[src/rtl/inv_sub_bytes_seq.sv]
// Iterative AES InvSubBytes engine: one 128-bit state in, LANES inverse S-boxes per cycle,
// result held on a valid/ready output until taken.
module inv_sub_bytes_seq #(
  parameter int unsigned LANES = 4
) (
  input  logic         i_clk,
  input  logic         i_rst,
  input  logic         i_valid,
  output logic         o_ready,
  input  logic [127:0] i_data,
  output logic         o_valid,
  input  logic         i_ready,
  output logic [127:0] o_data,
  output logic         o_busy
);

  localparam int unsigned K    = 16 / LANES;
  localparam int unsigned CntW = (K > 1) ? $clog2(K) : 1;
  localparam logic [CntW-1:0] CntLast = CntW'(K - 1);

  if (LANES != 1 && LANES != 2 && LANES != 4 && LANES != 8 && LANES != 16) begin : g_bad_lanes
    $error("inv_sub_bytes_seq: LANES must be 1, 2, 4, 8 or 16");
  end

  typedef enum logic [1:0] {
    StIdle,
    StBusy,
    StDone
  } state_e;

  function automatic logic [7:0] xtime(input logic [7:0] a);
    return {a[6:0], 1'b0} ^ (a[7] ? 8'h1b : 8'h00);
  endfunction

  function automatic logic [7:0] gf_mul(input logic [7:0] a, input logic [7:0] b);
    logic [7:0] p;
    logic [7:0] t;
    p = 8'h00;
    t = a;
    for (int i = 0; i < 8; i++) begin
      if (b[i]) p = p ^ t;
      t = xtime(t);
    end
    return p;
  endfunction

  // x^254 == x^-1 in GF(2^8); also maps 0 to 0 without a special case.
  function automatic logic [7:0] gf_inv(input logic [7:0] x);
    logic [7:0] r;
    logic [7:0] sq;
    r  = 8'h01;
    sq = x;
    for (int i = 1; i < 8; i++) begin
      sq = gf_mul(sq, sq);
      r  = gf_mul(r, sq);
    end
    return r;
  endfunction

  function automatic logic [7:0] inv_affine(input logic [7:0] x);
    logic [7:0] y;
    for (int i = 0; i < 8; i++) begin
      y[i] = x[(i + 2) % 8] ^ x[(i + 5) % 8] ^ x[(i + 7) % 8];
    end
    return y ^ 8'h05;
  endfunction

  function automatic logic [7:0] inv_sbox(input logic [7:0] x);
    return gf_inv(inv_affine(x));
  endfunction

  state_e          state_q, state_d;
  logic [CntW-1:0] cnt_q, cnt_d;
  logic [127:0]    work_q, work_d;
  logic [127:0]    out_q, out_d;
  logic [127:0]    work_sub;

  // Replace the current chunk of LANES bytes in place; byte 0 sits in the top bits.
  always_comb begin
    work_sub = work_q;
    for (int l = 0; l < int'(LANES); l++) begin
      work_sub[127 - 8 * (int'(cnt_q) * int'(LANES) + l) -: 8] =
          inv_sbox(work_q[127 - 8 * (int'(cnt_q) * int'(LANES) + l) -: 8]);
    end
  end

  always_comb begin
    state_d = state_q;
    cnt_d   = cnt_q;
    work_d  = work_q;
    out_d   = out_q;
    unique case (state_q)
      StIdle: begin
        if (i_valid) begin
          work_d  = i_data;
          cnt_d   = '0;
          state_d = StBusy;
        end
      end
      StBusy: begin
        work_d = work_sub;
        if (cnt_q == CntLast) begin
          cnt_d   = '0;
          out_d   = work_sub;
          state_d = StDone;
        end else begin
          cnt_d = cnt_q + 1'b1;
        end
      end
      StDone: begin
        if (i_ready) state_d = StIdle;
      end
      default: state_d = StIdle;
    endcase
  end

  always_ff @(posedge i_clk) begin
    if (i_rst) begin
      state_q <= StIdle;
      cnt_q   <= '0;
      work_q  <= '0;
      out_q   <= '0;
    end else begin
      state_q <= state_d;
      cnt_q   <= cnt_d;
      work_q  <= work_d;
      out_q   <= out_d;
    end
  end

  // out_q only loads on entry to DONE, so o_data keeps its last value elsewhere.
  assign o_ready = (state_q == StIdle);
  assign o_valid = (state_q == StDone);
  assign o_busy  = (state_q != StIdle);
  assign o_data  = out_q;

endmodule
[config.mk]
export PLATFORM = sky130hd
export DESIGN_NAME = inv_sub_bytes_seq
export DESIGN_NICKNAME = d
export VERILOG_FILES = /design/src/rtl/inv_sub_bytes_seq.sv
export SDC_FILE = /design/constraint.sdc
export NUM_CORES = 2
export LEC_CHECK = 0
export BUFFER_PORTS_ARGS = -buffer_cell sky130_fd_sc_hd__buf_2
export CORE_ASPECT_RATIO = 0.8
export CORE_MARGIN = 2
export CORE_UTILIZATION = 29
export DETAILED_ROUTE_END_ITERATION = 12
export SLEW_MARGIN = 5
export SYNTH_ARGS = -nofsm -noshare
export SYNTH_HDL_FRONTEND = slang
export SYNTH_SLANG_ARGS = --single-unit
[constraint.sdc]
create_clock -name i_clk -period 23.4 [get_ports i_clk]
set_clock_uncertainty 0.1 [all_clocks]
set_input_delay 3.51 -clock i_clk [delete_from_list [all_inputs] [get_ports i_clk]]
set_output_delay 3.51 -clock i_clk [all_outputs]
set_load 0.05 [all_outputs]
== Word-level counts from Yosys, hierarchy flattened ==
Index checks and enable logic that the tools add are counted.

* Shifts and indexed selects: 12
* Reductions and logical operators: 6
* Mux-type cells: 825
* Multipliers: 0
* Bitwise operators: 824
* Eq/ne operators: 6
* Div/mod/pow operators: 0
* Add/subtract/negate cells: 12
* Order comparisons: 0

{| class="wikitable"
|+ Operators with widths
! kind !! count
|-
| 8-bit 2-to-1 mux || 420
|-
| 8-bit by 5-bit bitwise XOR with 8-bit output || 364
|-
| 8-bit bitwise XOR || 364
|-
| 5-bit 2-to-1 mux || 368
|-
| 8-bit by 33-bit variable shift with 135-bit output (first input constant) || 4
|-
| 8-bit by 33-bit variable part select with 135-bit output || 4
|-
| 128-bit bitwise mux || 4
|-
| 135-bit by 9-bit variable part select with 8-bit output || 3
|-
| 128-bit one-hot mux with 2 select lines || 1
|-
| 135-bit by 8-bit variable part select with 8-bit output || 1
|-
| 128-bit 2-to-1 mux || 1
|-
| 9-bit negator with 33-bit output || 3
|-
| 1-bit bitwise XOR || 64
|-
| 8-bit negator with 33-bit output || 1
|-
| 7-bit 2-to-1 mux || 4
|-
| 1-bit inverter (first input constant) || 28
|-
| 7-bit by 8-bit subtractor with 9-bit output (first input constant) || 3
|-
| 6-bit 2-to-1 mux || 4
|-
| 2-bit 2-to-1 mux || 9
|-
| 4-bit 2-to-1 mux || 4
|-
| 3-bit 2-to-1 mux || 4
|-
| 4-bit by 2-bit adder with 5-bit output (second input constant) || 2
|-
| 2-bit inverter || 4
|-
| 7-bit by 7-bit subtractor with 8-bit output (first input constant) || 1
|-
| other kinds (13) || 20
|}

* Bits of input ports: 132
* Memories: 0
* RAM bits: 0
* Word-level logic and storage cells: 1689
* Latch bits: 0
* Register bits after elaboration: 260
* Memory bits (read-only): 0

== Depth between registers and ports, before layout ==
* Word-level depth: 137
* Gate-level depth with buffers: 77
* Depth with buffers taken out: 62

== Worst setup path before layout ==
Ideal clock, no wire load.

* Path type: register to register
* From: register cnt_q[0]
* To: register work_q[111]
* Path slack: 6818 ps
* Buffers on the path: 14
* Data arrival time: 16367 ps
* Stages on the path, launching flop included: 76
* Data required time: 23186 ps
* Cell sequence: dfxtp_1 > buf_6 > buf_12 > buf_12 > buf_12 > buf_12 > mux4_2 > clkbuf_8 > xor2_1 > xnor2_1 > ha_1 > clkbuf_8 > xor2_1 > and3_2 > nor2_1 > xnor2_1 > xnor3_2 > clkbuf_8 > (+40 left out) > xnor2_1 > clkbuf_8 > mux2i_1 > nor2_1 > a21oi_1 > nor2_1 > a2111oi_0 > xor2_1 > nor2_1 > o31a_1 > xnor2_2 > nor2_1 > xor2_1 > xnor2_1 > nand2_1 > o21ai_1 > nor2_1 > a2111oi_0

* Longest elaborated chain between the ends: 135

{| class="wikitable"
|+ RTL lines
! what !! RTL line !! RTL
|-
| start, declared || 73 || <nowiki>logic [CntW-1:0] cnt_q, cnt_d;</nowiki>
|-
| start signal, assigned || 125 || <nowiki>cnt_q <= cnt_d;</nowiki>
|-
| 4-bit by 1-bit adder with 5-bit output / 7-bit by 7-bit subtractor with 8-bit output (equally long branches) || 82, 83 ||
|-
| 7-bit by 8-bit subtractor with 9-bit output / 135-bit by 8-bit variable part select with 8-bit output (equally long branches) || 82, 83 ||
|-
| 135-bit by 9-bit variable part select with 8-bit output / 1-bit bitwise XOR (equally long branches) || 83, 63 ||
|-
| 1-bit bitwise XOR || 63 || <nowiki>y[i] = x[(i + 2) % 8] ^ x[(i + 5) % 8] ^ x[(i + 7) % 8];</nowiki>
|-
| 1-bit bitwise XOR / 2-bit inverter (equally long branches) || n/a ||
|-
| 2-bit inverter (no source line) / 8-bit 2-to-1 mux (equally long branches) || n/a ||
|-
| 8-bit 2-to-1 mux / 8-bit bitwise XOR (equally long branches) || 41 || <nowiki>if (b[i]) p = p ^ t;</nowiki>
|-
| 8-bit bitwise XOR / 8-bit 2-to-1 mux (equally long branches) || 41 ||
|-
| (+118 left out) || n/a ||
|-
| 8-bit bitwise XOR / 8-bit 2-to-1 mux (equally long branches) || 41 ||
|-
| 8-bit 2-to-1 mux / 8-bit bitwise XOR (equally long branches) || 41 ||
|-
| 8-bit bitwise XOR / 8-bit 2-to-1 mux (equally long branches) || 41 ||
|-
| 8-bit 2-to-1 mux / 8-bit by 33-bit variable part select with 135-bit output (equally long branches) || 41, 82 ||
|-
| 8-bit by 33-bit variable part select with 135-bit output / 128-bit bitwise mux (equally long branches) || 82 || <nowiki>work_sub[127 - 8 * (int'(cnt_q) * int'(LANES) + l) -: 8] =</nowiki>
|-
| 128-bit bitwise mux (2 in a row) || 82 ||
|-
| 128-bit bitwise mux * || 82 ||
|-
| 128-bit one-hot mux with 2 select lines * || 92 || <nowiki>unique case (state_q)</nowiki>
|-
| end signal, assigned || 126 || <nowiki>work_q <= work_d;</nowiki>
|-
| end, declared || 74 || <nowiki>logic [127:0] work_q, work_d;</nowiki>
|}

Mark *: on every way between the ends. The rest lies on a longest branch, timed or not.
A chain may end at the register's enable or synchronous reset.

== Worst setup path after layout ==
* From: register cnt_q[0]
* To: register out_q[82], in the netlist o_data[82]

* Longest elaborated chain between the ends: 134

{| class="wikitable"
|+ RTL lines
! what !! RTL line !! RTL
|-
| 4-bit by 1-bit adder with 5-bit output / 7-bit by 7-bit subtractor with 8-bit output (equally long branches) || 82, 83 ||
|-
| 7-bit by 8-bit subtractor with 9-bit output / 135-bit by 8-bit variable part select with 8-bit output (equally long branches) || 82, 83 ||
|-
| 135-bit by 9-bit variable part select with 8-bit output / 1-bit bitwise XOR (equally long branches) || 83, 63 ||
|-
| 1-bit bitwise XOR || 63 ||
|-
| 1-bit bitwise XOR / 2-bit inverter (equally long branches) || n/a ||
|-
| 2-bit inverter (no source line) / 8-bit 2-to-1 mux (equally long branches) || n/a ||
|-
| 8-bit 2-to-1 mux / 8-bit bitwise XOR (equally long branches) || 41 ||
|-
| 8-bit bitwise XOR / 8-bit 2-to-1 mux (equally long branches) || 41 ||
|-
| (+116 left out) || n/a ||
|-
| 8-bit bitwise XOR / 8-bit 2-to-1 mux (equally long branches) || 41 ||
|-
| 8-bit 2-to-1 mux / 8-bit bitwise XOR (equally long branches) || 41 ||
|-
| 8-bit bitwise XOR / 8-bit 2-to-1 mux (equally long branches) || 41 ||
|-
| 8-bit 2-to-1 mux / 8-bit bitwise XOR (equally long branches) || 41 ||
|-
| 8-bit bitwise XOR / 8-bit 2-to-1 mux (equally long branches) || 41 ||
|-
| 8-bit 2-to-1 mux / 8-bit by 33-bit variable part select with 135-bit output (equally long branches) || 41, 82 ||
|-
| 8-bit by 33-bit variable part select with 135-bit output / 128-bit bitwise mux (equally long branches) || 82 ||
|-
| 128-bit bitwise mux (3 in a row) || 82 ||
|-
| end signal, assigned || 127 || <nowiki>out_q <= out_d;</nowiki>
|-
| end, declared || 75 || <nowiki>logic [127:0] out_q, out_d;</nowiki>
|}

Parallel ways exist; a longest one is shown, timed or not.

==> flow_metrics.env <==
export IMPL_wl_per_cell_um=20.3
export IMPL_relSlewSlack=0.155
export IMPL_cp_max_fo=23
export IMPL_yosysWarnings=0
export IMPL_ys_async_sr_fraction=0
export IMPL_worst_pin_slew_ns=1.26
export IMPL_utilization=0.313
export IMPL_syn_area_um2=73500
export IMPL_num_rows=165
export IMPL_dp_hpwl_um=195000
export IMPL_hold_class="reg2reg"
export IMPL_grt_pass1_vias=63200
export IMPL_setup_tns_ns=0
export IMPL_clkTransAtPathRegs_ns=0.06
export IMPL_grtUsageTotal=0.195
export IMPL_ys_types=154
export IMPL_max_cap_violations=0
export IMPL_fmax_mhz=48.2
export IMPL_drc=0
export IMPL_post_cts_buffers=0
export IMPL_cts_buffers=34
export IMPL_synth_edf_count=0
export IMPL_yosys_area_top_type_share=0.183
export IMPL_tritoncts="built"
export IMPL_place_area_um2=77800
export IMPL_clock_latency_ns=0.62
export IMPL_nets=9763
export IMPL_syn_num_nets=9894
export IMPL_final_common_cell="xnor2_1"
export IMPL_holdBufCountCts=0
export IMPL_required_ns=23.76
export IMPL_status="completed"
export IMPL_ys_seq_area_frac=0.0708
export IMPL_dr_pass1_iters=6
export IMPL_fillers=27000
export IMPL_gp_congestion=0.957
export IMPL_arrival_ns=21.13
export IMPL_grt_pass1_wl_um=402000
export IMPL_drt_wl_total_um=263000
export IMPL_dieHeight_um=454
export IMPL_start_util=0.291
export IMPL_avgSynthCellArea_um2=7.56
export IMPL_die_w_um=567
export IMPL_io_buffers=262
export IMPL_cts_root_buf="clkbuf_16"
export IMPL_path_class="reg2reg"
export IMPL_timing_final_max_slew_violations=0
export IMPL_clockBufferDepth=3
export IMPL_rsz0062_at_grt="false"
export IMPL_synth_top_cell_by_area="xnor2_1"
export IMPL_grt_max_degree=95
export IMPL_cp_end_kind="register"
export IMPL_grt_ovfl_total=0
export IMPL_drive_gt1_frac=0.130
export IMPL_crit_top_cell="xnor2_1"
export IMPL_htree_levels=2
export IMPL_clkSinkCount=260
export IMPL_fin_crit_ns=20.76
export IMPL_layout_common_cells="xnor2_1 (1491), nor2_1 (1364), nand2_1 (965)"
export IMPL_max_stage_delay_ns=0.83
export IMPL_pin_count=263
export IMPL_core_area_um2=252000
export IMPL_ys_seq_elements=260
export IMPL_slowest_stage="mux4_2"
export IMPL_startpoint_type="register"
export IMPL_post_cts_resize_count=0
export IMPL_design_area_um2=78900
export IMPL_grt_antenna_before_repair=8
export IMPL_synthCells=9730
export IMPL_vias=70500
export IMPL_ys_flop_type="dfxtp_1"
export IMPL_timing_final_crit_share=0.887
export IMPL_setup_viol=0
export IMPL_synth_area_leaders="xnor2_1 (18%), xnor3_1 (7.2%), dfxtp_1 (7.1%)"
export IMPL_die_area_um2=258000
export IMPL_vias_per_cell=5.44
export IMPL_antenna_left=0
export IMPL_drt_initial_drc_count=8118
export IMPL_syn2layout_area_growth_pct=7.34
export IMPL_finalHoldViolations=0
==> state kept, by name (all words and copies together) (netlist names) <==
name	cells
work_q	128
state_q	2
cnt_q	2
o_data	128
==> cells by family (layout without fill, tap and decap cells) <==
group                      count (synthesis)  count (layout)  synth area share
and+or+nand+nor                         3436            3436             0.209
xor gates and xnor gates                2524            2524             0.396
AOI/OAI and AO/OA                       2305            2305             0.207
buffers and inverters                    855             748            0.0617
muxes                                    310             310            0.0494
DFF                                      260             260            0.0708
adders and majority gates                 40              40           0.00653
other                                      0               4                 0
==> final timing paths <==
check                to        from  cells past startpoint  slack [ns]
max          o_data[82]    cnt_q[0]                     61        2.64
min          o_data[20]  o_data[20]                      2        0.34
min reg2reg  o_data[20]  o_data[20]                      2        0.34
max reg2reg  o_data[82]    cnt_q[0]                     61        2.64
==> metal layers <==
metal,routed length (um),global-route usage
met3,17000,0.0149
met2,114000,0.297
met1,119000,0.279
met4,12900,0.0856
met5,0,0
==> through the flow <==
step	cells	worst slack (ns)	hold slack [ns]
6_report	13000	2.64	0.339
5_1_grt	13000	1.11	0.366
4_1_cts	13000	2.80	0.341
3_5_place_dp	12900	2.87	0.331
3_3_place_gp	12900	2.86	0.330
2_1_floorplan	9730	6.82	0.342
==> worst max-delay path, delay by kind of cell (launching register included) <==
| family | cells | cell delay, ns |
|---|---|---|
| AOI/OAI and AO/OA | 10 | 3.11 |
| xor gates and xnor gates | 27 | 9.30 |
| adders and majority gates | 4 | 1.78 |
| buffers and inverters | 7 | 2.08 |
| DFF | 1 | 0.74 |
| muxes | 3 | 1.17 |
| and+or+nand+nor | 10 | 2.28 |
==> cell type report <==
type,instances,area [um2],area share
diodes,4,10.0,0.000127
multi-input cells,8615,64300,0.815
clock inverters,15,176,0.00224
well taps,3340,4180,0.0529
clock buffers,45,993,0.0126
inverters,135,510,0.00647
flip-flops and latches,260,5220,0.0661
repair buffers,553,3510,0.0444
==> synth_stat cells, types with 81 or more instances <==
master	number
clkbuf_1	413
nand2_1	967
inv_1	102
a211oi_1	129
xnor2_2	127
mux2i_1	219
xnor3_1	235
a22oi_1	99
dfxtp_1	260
nor2_1	1368
nand3_1	212
nor3_1	282
clkbuf_8	81
xnor2_1	1536
o21ai_0	449
o211ai_1	83
xor2_1	432
buf_2	113
a21oi_1	602
o22ai_1	180
Power is not shown: default switching activity piles up to over one toggle a cycle in this logic, so the estimate is an artifact.
